<file path="src/rtl/cube_pkg.sv">
// ============================================================================
// cube_pkg - shared types and geometry for the LED cube frame store
// Revision: 1.0
// ============================================================================
`default_nettype none

package cube_pkg;

  localparam int CUBE_LAYERS      = 8;
  localparam int CUBE_LATCHES     = 8;
  localparam int CUBE_FRAME_BYTES = 64;

  typedef logic [5:0] cube_addr_t;
  typedef logic [7:0] cube_row_t;

  typedef enum logic [0:0] {
    FILL = 1'b0,
    FULL = 1'b1
  } fb_state_e;

endpackage

`default_nettype wire

</file>
<file path="src/rtl/cube_frame_bank.sv">
// ============================================================================
// cube_frame_bank - one frame register array, sync write port, comb read port
// Revision: 1.0
// ============================================================================
`default_nettype none

module cube_frame_bank
  import cube_pkg::*;
#(
  parameter int        ADDR_W      = 6,
  parameter cube_row_t RST_PATTERN = 8'h00
) (
  input  logic              clk,
  input  logic              rst,
  input  logic              we,
  input  logic [ADDR_W-1:0] waddr,
  input  cube_row_t         wdata,
  input  logic [ADDR_W-1:0] raddr,
  output cube_row_t         rdata
);

  localparam int DEPTH = 2 ** ADDR_W;

  cube_row_t mem [DEPTH];

  always_ff @(posedge clk) begin
    if (rst) begin
      for (int i = 0; i < DEPTH; i++) begin
        mem[i] <= RST_PATTERN;
      end
    end else if (we) begin
      mem[waddr] <= wdata;
    end
  end

  assign rdata = mem[raddr];

endmodule

`default_nettype wire

</file>
<file path="src/rtl/cube_frame_buffer.sv">
// ============================================================================
// cube_frame_buffer - double-buffered 64-byte cube frame store, tear-free swap
// Revision: 1.0   Optional: CUBE_FB_STATS_EN adds starved-frame counter
// ============================================================================
`default_nettype none

module cube_frame_buffer
  import cube_pkg::*;
#(
  parameter int        ADDR_W      = 6,
  parameter cube_row_t RST_PATTERN = 8'h00
) (
  input  logic              clk,
  input  logic              rst,
  input  logic              in_valid,
  input  logic [7:0]        in_data,
  input  logic              in_sof,
  output logic              in_ready,
  input  logic [ADDR_W-1:0] rd_addr,
  output logic [7:0]        rd_data,
  input  logic              frame_done,
`ifdef CUBE_FB_STATS_EN
  input  logic              stats_clr,
  output logic [15:0]       repeat_cnt,
`endif
  output logic              swapped,
  output logic              resync
);

  localparam logic [ADDR_W-1:0] LAST_ADDR = {ADDR_W{1'b1}};

  fb_state_e         state, state_nxt;
  logic              disp_bank;
  logic [ADDR_W-1:0] wr_ptr;
  logic [ADDR_W-1:0] waddr;
  logic              accept;
  logic              last_byte;
  logic              swap;
  cube_row_t         bank_rdata [2];
  logic [1:0]        bank_we;

  assign in_ready  = (state == FILL) && !rst;
  assign accept    = in_valid && in_ready;
  assign waddr     = in_sof ? '0 : wr_ptr;
  assign last_byte = accept && (waddr == LAST_ADDR);
  assign swap      = (state == FULL) && frame_done;

  // Bank b is the write bank whenever it is not the display bank.
  for (genvar b = 0; b < 2; b++) begin : g_bank
    localparam logic SEL = 1'(b);

    assign bank_we[b] = accept && (disp_bank != SEL);

    cube_frame_bank #(
      .ADDR_W      (ADDR_W),
      .RST_PATTERN (RST_PATTERN)
    ) u_bank (
      .clk   (clk),
      .rst   (rst),
      .we    (bank_we[b]),
      .waddr (waddr),
      .wdata (in_data),
      .raddr (rd_addr),
      .rdata (bank_rdata[b])
    );
  end

  assign rd_data = bank_rdata[disp_bank];

  always_ff @(posedge clk) begin
    if (rst) begin
      state <= FILL;
    end else begin
      state <= state_nxt;
    end
  end

  always_comb begin
    state_nxt = state;
    case (state)
      FILL:    if (last_byte) state_nxt = FULL;
      FULL:    if (frame_done) state_nxt = FILL;
      default: state_nxt = FILL;
    endcase
  end

  always_ff @(posedge clk) begin
    if (rst) begin
      disp_bank <= 1'b0;
      wr_ptr    <= '0;
      swapped   <= 1'b0;
      resync    <= 1'b0;
    end else begin
      swapped <= swap;
      // A SOF arriving with a non-zero pointer abandons the partial frame.
      resync  <= accept && in_sof && (wr_ptr != '0);
      if (swap) begin
        disp_bank <= ~disp_bank;
      end
      if (accept) begin
        wr_ptr <= last_byte ? '0 : waddr + ADDR_W'(1);
      end
    end
  end

`ifdef CUBE_FB_STATS_EN
  always_ff @(posedge clk) begin
    if (rst || stats_clr) begin
      repeat_cnt <= 16'h0000;
    end else if (frame_done && (state == FILL) && (repeat_cnt != 16'hFFFF)) begin
      repeat_cnt <= repeat_cnt + 16'h0001;
    end
  end
`endif

endmodule

`default_nettype wire

</file>
<file path="config.mk">
export PLATFORM = sky130hd
export DESIGN_NAME = cube_frame_buffer
export DESIGN_NICKNAME = d
export VERILOG_FILES = /design/src/rtl/cube_pkg.sv /design/src/rtl/cube_frame_bank.sv /design/src/rtl/cube_frame_buffer.sv
export SDC_FILE = /design/constraint.sdc
export NUM_CORES = 2
export LEC_CHECK = 0
export BUFFER_PORTS_ARGS = -buffer_cell sky130_fd_sc_hd__buf_2
export CAP_MARGIN = 20
export CORE_MARGIN = 1
export CORE_UTILIZATION = 53
export CTS_BUF_LIST = sky130_fd_sc_hd__clkbuf_8
export DETAILED_ROUTE_END_ITERATION = 12
export PLACE_DENSITY = 0.71
export SLEW_MARGIN = 0
export SYNTH_ARGS = -nofsm -noshare
export SYNTH_HDL_FRONTEND = slang
export SYNTH_SLANG_ARGS = --single-unit
</file>
<file path="constraint.sdc">
create_clock -name clk -period 5 [get_ports clk]
set_clock_uncertainty 0.15 [all_clocks]
set_input_delay 1 -clock clk [delete_from_list [all_inputs] [get_ports clk]]
set_output_delay 1 -clock clk [all_outputs]
set_load 0.02 [all_outputs]
</file>
==> run_results.csv <==
group,metric,value,unit
global_routing,grtUsageMet1,0.383,
power_and_ir_drop,p_leak,0.0186,uW
sta,setup_tns,0,ns
global_routing,grt_usage,0.268,
sta,slew_viol_final,0,
setup_path,required,3.85,ns
run,drv_cap,0,
floorplanning,die_height,302,um
sta,setup_viol,0,
setup_path,cp_top_family,"multiplexers",
logic_synthesis,synth_area_leaders,"edfxtp_1 (64%), mux4_2 (16%), and2_1 (13%), or2_2 (1.7%), clkbuf_1 (1.4%)",
clocking,insertion_delay,0.84,ns
setup_path,max_stage_delay,0.58,ns
clocking,tritoncts,"done",
routing,drt_iter0_drc,3471,
routing,wl,118,mm
power_and_ir_drop,powerDensity,347,nW/um2
setup_path,path_common_cell,"mux4_2",
floorplanning,boundaryPins,30,
clocking,ctsHoldBuffers,0,
routing,ant_nets,0,
setup_path,startpoint_type,"input port",
setup_path,critPathCaptureType,"primary output",
clocking,htreeDepth,4,
floorplanning,core,88800,um2
cells_and_area,drive_gt1_frac,0.264,
power_and_ir_drop,vdd_drop_max,0.279,mV
setup_path,arrival,3.80,ns
power_and_ir_drop,combPwrFrac,0.079,
sta,hold_violations,0,
clocking,clk_pin_slew_worst_paths,0.06,ns
logic_synthesis,avgSynthCellArea,16.1,um2
clocking,cts_root_buf,"clkbuf_8",
logic_synthesis,synthCells,2971,
cells_and_area,nFillCells,6479,
power_and_ir_drop,clockPowerShare,0.373,
global_routing,grt_overflow_total,0,
routing,vias,26200,
sta,worst-slew-pin-transition,1.03,ns
power_and_ir_drop,seqPwrFrac,0.549,
power_and_ir_drop,p_sw,4400,uW
setup_path,slowest_stage,"mux4_2",
clocking,postCtsSetupBuffers,0,
logic_synthesis,yosysWarnings,0,
clocking,cts_resized,0,
power_and_ir_drop,p_int,13900,uW
floorplanning,initial_core_util,0.538,
global_routing,grt_pass1_wl,177,mm
status,status,"complete, no violations",
logic_synthesis,yosysSeqAreaShare,0.648,
routing,route.detailed.drc,0,
logic_synthesis,netlist_area,47700,um2
global_routing,gr-usage-met2,0.416,
cells_and_area,area_growth,10.8,%
setup_path,worstPathMaxFanout,15,
place,dp_hpwl,78.3,mm
global_routing,grt_use_met3,0.0607,
cells_and_area,multi_input_area,15900,um2
cells_and_area,fin_nets,3106,
logic_synthesis,yosysTopAreaCell,"edfxtp_1",
global_routing,grt_pass1_vias,26600,
logic_synthesis,yosysTopAreaCellShare,0.644,
logic_synthesis,synth_cell_types,38,
place,io_buffers,29,
routing,avgViaCountPerCell,5.97,
clocking,clock_sinks,1034,
routing,wl_per_cell,26.8,um
clocking,clock_path_buffers,3,
cells_and_area,mostFrequentLayoutCells,"and2_1 (1026), edfxtp_1 (1024), mux4_2 (336)",
floorplanning,dieArea,91300,um2
logic_synthesis,syn_nets,2991,
global_routing,antenna_found_initial,3,
sta,min_period,4.95,ns
setup_path,critical_path_class,"input port to primary output",
setup_path,critPathBufInv,4,
cells_and_area,layout_commonest_cell,"and2_1",
sta,fin_crit_sh,0.990,
floorplanning,core.rowCount,109,
cells_and_area,regArea,30900,um2
setup_path,path_cells,"buf_8 -> buf_12 -> buf_12 -> mux4_2 -> mux4_2 -> mux4_2 -> mux2_2 -> buf_2",
clocking,numCtsBuffers,168,
min_path,hold_path.class,"input port to flop",
place,gp_congestion,0.900,
power_and_ir_drop,sw_frac_of_total,0.240,
global_routing,grt_max_degree,84,
logic_synthesis,ys_ff_latch,1034,
cells_and_area,final_core_utilization,0.596,
sta,relSlewSlack,0.312,
sta,rsz0062_at_grt,"false",
global_routing,top_usage_layer,"met2",
routing,first_pass_iters,6,
sta,clock.fmax,202,MHz
floorplanning,die-width,302,um
==> area by class of cell <==
| type | instances | share of cell area |
|---|---|---|
| Clock buffer | 174 | 0.0453 |
| Sequential cell | 1034 | 0.585 |
| Clock inverter | 138 | 0.0130 |
| Antenna cell | 1 | 0.0000473 |
| Tap cell | 1165 | 0.0276 |
| Multi-Input combinational cell | 1712 | 0.300 |
| Timing Repair Buffer | 170 | 0.0286 |
==> Yosys cell counts <==
cell,instances
nand3b_1,2
nor3_1,3
a22oi_1,1
nand4bb_1,3
ha_1,1
or3_1,8
nor4bb_1,1
edfxtp_1,1024
buf_1,19
o21ai_0,7
and4_1,1
mux4_2,336
dfxtp_1,10
or3b_2,2
and3_1,1
a21oi_1,8
nand2b_1,1
or4b_2,3
nor2_1,133
mux2_2,8
nor3b_1,1
nand3_1,8
xor2_1,1
buf_2,16
clkbuf_1,179
nand4b_1,1
or4_1,1
and4b_1,1
nand2_1,15
a211oi_1,1
nor4_1,1
nor2b_1,6
buf_6,1
and2_1,1026
buf_4,10
or2_2,128
nor4b_1,2
a221oi_1,1
==> logic make-up after synthesis <==
group,Yosys count,share of synthesized area
compound gates,18,0.00207
xor+xnor,1,0.000183
fa+ha+maj,1,0.000262
buf+inv,225,0.0191
flops,1034,0.648
mux,344,0.160
simple gates,1348,0.170
==> sequential cells by signal (all words and copies together), names as in the netlist <==
register and count:
disp_bank 1, g_bank.u_bank.mem 1024, resync 1, state 1
swapped 1, wr_ptr 6
==> worst paths after layout <==
kind | to | startpoint | slack (ns) | cells past startpoint
max | rd_data[0] | rd_addr[0] | 0.05 | 8
min | state | frame_done | 0.34 | 3
max reg2reg | g_bank[1].u_bank.mem[39][4] | disp_bank | 1.66 | 4
min reg2reg | wr_ptr[3] | wr_ptr[3] | 0.45 | 2
==> metrics by stage <==
stage | area [um2] | hold WS [ns] | setup WS, ns | power [uW] | cells
final | 52900 | 0.341 | 0.0510 | 18300 | 4394
after floorplan | 47700 | 0.353 | 0.403 | 11100 | 2971
after detailed placement | 49800 | 0.419 | 0.0622 | 11700 | 4081
after CTS | 52900 | 0.273 | 0.0575 | 18400 | 4393
after global placement | 49800 | 0.391 | 0.0683 | 11600 | 4081
after global routing | 52900 | 0.320 | 0.0128 | 18900 | 4394
==> tightest hold or removal path, stage by stage <==
cell	delay [ns]
buf_2	0.11
nand2b_1	0.10
a21oi_1	0.05
==> power by group through the flow <==
stage               Sequential (uW)  Clock (uW)  Combinational, uW
floorplan                     10100           0                919
global placement              10200           0               1410
detailed placement            10200           0               1440
CTS                           10100        6910               1440
global route                  10100        7290               1500
finish                        10100        6830               1440
==> routing by layer <==
layer	part of all wire	wire length [um]	vias to the layer above
li1	-	-	11200
met1	0.41	48300	13500
met2	0.47	55900	1255
met3	0.092	10900	202
met4	0.025	2930	4
met5	0.00019	23	-
No activity file was read; power rests on OpenSTA's default activity.
